**src/rtl/binary_counter.sv**
```systemverilog
// Free-running LED heartbeat counter: a prescaler divides clock by TICK_DIVIDE
// and the LED register advances by one (mod 2^LED_WIDTH) on each prescaler reload.
module binary_counter #(
  parameter int LED_WIDTH   = 8,
  parameter int TICK_DIVIDE = 1000
) (
  input  logic                 clock,
  input  logic                 reset_n,
  output logic [LED_WIDTH-1:0] led
);

  localparam int PW = (TICK_DIVIDE > 1) ? $clog2(TICK_DIVIDE) : 1;
  localparam logic [PW-1:0] PRESC_LAST = PW'(TICK_DIVIDE - 1);

  logic [PW-1:0]        presc_q, presc_d;
  logic [LED_WIDTH-1:0] count_q, count_d;
  logic                 tick;

  // With TICK_DIVIDE=1 PRESC_LAST is 0, so the prescaler sits at 0 and tick is constant high.
  always_comb begin
    tick    = (presc_q == PRESC_LAST);
    presc_d = tick ? '0 : presc_q + PW'(1);
    count_d = tick ? count_q + LED_WIDTH'(1) : count_q;
  end

  always_ff @(posedge clock or negedge reset_n) begin
    if (!reset_n) begin
      presc_q <= '0;
      count_q <= '0;
    end else begin
      presc_q <= presc_d;
      count_q <= count_d;
    end
  end

  assign led = count_q;

endmodule

```
**config.mk**
```make
export PLATFORM = sky130hd
export DESIGN_NAME = binary_counter
export DESIGN_NICKNAME = d
export VERILOG_FILES = /design/src/rtl/binary_counter.sv
export SDC_FILE = /design/constraint.sdc
export NUM_CORES = 1
export LEC_CHECK = 0
export ABC_AREA = 0
export CORE_MARGIN = 2
export CORE_UTILIZATION = 45
export DETAILED_ROUTE_END_ITERATION = 7
export PLACE_DENSITY = 0.66
export SLEW_MARGIN = 10
export SYNTH_ARGS = -nofsm -noshare
export SYNTH_HDL_FRONTEND = slang
export SYNTH_SLANG_ARGS = --single-unit
```
**constraint.sdc**
```tcl
create_clock -name clock -period 2.25 [get_ports clock]
set_input_delay 0.225 -clock clock [delete_from_list [all_inputs] [get_ports clock]]
set_output_delay 0.225 -clock clock [all_outputs]
set_load 0.005 [all_outputs]
```
==> metrics <==
Main synth FF type dfrtp_1; number of max-cap violations 0; internal power component 0.424 mW; final WL 1320 um; gr usage total 0.145; layout cell share with drive strength beyond 1 0.160; Avg Inst Size Synth 12.6 um2; top cells by area, synth dfrtp_1, xnor2_1, xor2_1, nand4bb_4, ha_1; DR vias 530; Rows 15; initial antenna violation count 0; overall die area 0.00227 mm2; yosys warns 0; critical path endpoint category flop; cells after synthesis 68; Num CTS Buffers 3; # hold bufs at CTS 0; cell taking the most area after synthesis dfrtp_1; CTS tree built; Final period util 0.803; Util after Layout 0.572; peak supply drop 0.000352 V; Clk pwr share 0.370; Core Region 0.00176 mm2; Synth Cell Area 856 um2; Psw 0.102 mW; Setup WS post-layout 0.443 ns; #FFs+latches synth 18; max-slew violations 0; critical setup path kind flop to flop; worst slack, placed 0.456 ns; status complete, no violations; placed cells 102; gr ovfl total 0; Hold WS 0.250 ns; Initial Util 0.485; fraction of registers with async set/reset 1.00; Net Sw Frac 0.194; LEAKAGE 0.480 nW; port buffer count 9; Synth top area share 0.526; largest net degree at the start of global routing 19; count leader, synth dfrtp_1; RSZ-0062 raised after global routing false; pwr dens 522 mW/mm2; crit path max fanout 14; Post-route DRC 0; vias in the first global route 512; Post-synth EDFFs 0; CTS resizes 0; skew final 0.000871 ns; first-pass GRT wire length 2240 um; setup bufs post-CTS 0; Flop pwr share 0.614; WL/cell 12.5 um; area delta synth->final 18.0%; Ant. Diodes 0; hold crit path type primary input to asynchronous set/reset pin; Max Clk Rate 553 MHz; # setup viols final 0; max_slew headroom 0.590; final hold violation count 0; RePlAce Congestion 0.756; Die Ht 47.6 um; Skew-Pair Late Insertion Delay 0.28 ns; required time of the critical path 2.43 ns; syn_nets 72; setup TNS 0 ns; H-tree Lvls 1; root buf cell clkbuf_4; Non-Filler Instances 106; clk sinks 18; Starting DRT DRC Count 14; worst slew pin tran 0.613 ns; synth cell count leaders dfrtp_1, xnor2_1, nand2_1, nor2_1; Worst Setup Start Kind flop; Avg Vias per Cell 5.00; Final #Nets 86; Max Root-Sink Buffers 2; Period minus WS final 1.81 ns; Arr. time, crit path 1.99 ns; IO Count 10; Worst-path clk slew 0.10 ns; die width 47.6 um; Pre-antenna DRT Iters 4; post-detail-place hpwl 967 um; Cell variety after synth 25; Comb pwr share 0.016; sequential fraction of the synthesis area 0.526; post-route ant nets 0
[through the flow]
step | power [mW] | area (um2)
final | 0.527 | 1010
after global routing | 0.555 | 1010
after CTS | 0.540 | 1010
after detailed placement | 0.339 | 973
after global placement | 0.339 | 973
after floorplan | 0.330 | 856
[worst max-delay path, cell delays in order (launching register included)]
cell and delay [ns]:
dfrtp_1 0.38, ha_1 0.27, nand4bb_4 0.15, nor3_4 0.50, mux2_2 0.40
[layout by cell type, fill, tap and decap left out, types with 2 or more instances in the layout]
master,count
nor2_1,5
xnor2_1,8
xor2_1,4
nand3_1,2
and3_1,3
nand4_1,4
clkdlybuf4s50_1,9
clkbuf_4,3
dfrtp_1,18
and2b_2,2
nand2_1,5
ha_1,2
[kinds of logic (layout without fill, tap and decap cells)]
kind of cell / Yosys count / count (layout) / share of synthesized area
flops: 18 / 18 / 0.526
xor+xnor: 13 / 13 / 0.142
compound gates: 3 / 3 / 0.0234
buf+inv: 2 / 15 / 0.0175
mux: 1 / 1 / 0.0132
fa+ha+maj: 2 / 2 / 0.0292
simple gates: 29 / 29 / 0.249
[registers in the layout, indices dropped and copies added, names as in the netlist]
register,count
presc_q,10
led,8
[layout make-up]
cell class | count | area [um2]
fill | 166 | 754
sequential | 18 | 450
multi-input combinational | 48 | 390
timing repair buffer | 10 | 97.6
clock buffer | 4 | 36.3
tap | 25 | 31.3
inverter | 1 | 3.75
[power groups by stage]
stage | Sequential, mW | Clock (mW) | Combinational, mW
2_1_floorplan | 0.330 | 0 | 0.000000193
5_1_grt | 0.323 | 0.221 | 0.0109
3_5_place_dp | 0.330 | 0 | 0.00942
3_3_place_gp | 0.330 | 0 | 0.00941
4_1_cts | 0.323 | 0.207 | 0.00942
6_report | 0.323 | 0.195 | 0.00869
[routing by layer]
| metal | global-route usage | part of all wire | vias to the layer above |
|---|---|---|---|
| met5 | 0 | 0 | - |
| met4 | 0.0649 | 0.0030 | 0 |
| li1 | - | - | 262 |
| met3 | 0.0340 | 0.021 | 2 |
| met2 | 0.214 | 0.46 | 6 |
| met1 | 0.204 | 0.52 | 260 |
[worst paths after layout]
path / from / end / slack (ns) / cells after the start
setup / recovery: presc_q[0] / led[1] / 0.44 / 4
hold / removal: reset_n / presc_q[9] / 0.25 / 2
setup reg to reg: presc_q[0] / led[1] / 0.44 / 4
hold reg to reg: presc_q[0] / presc_q[0] / 0.47 / 1
max in group asynchronous: reset_n / led[1] / 1.81 / 2
min in group clock: presc_q[0] / presc_q[0] / 0.47 / 1
Power figures use the tool's default switching activity.
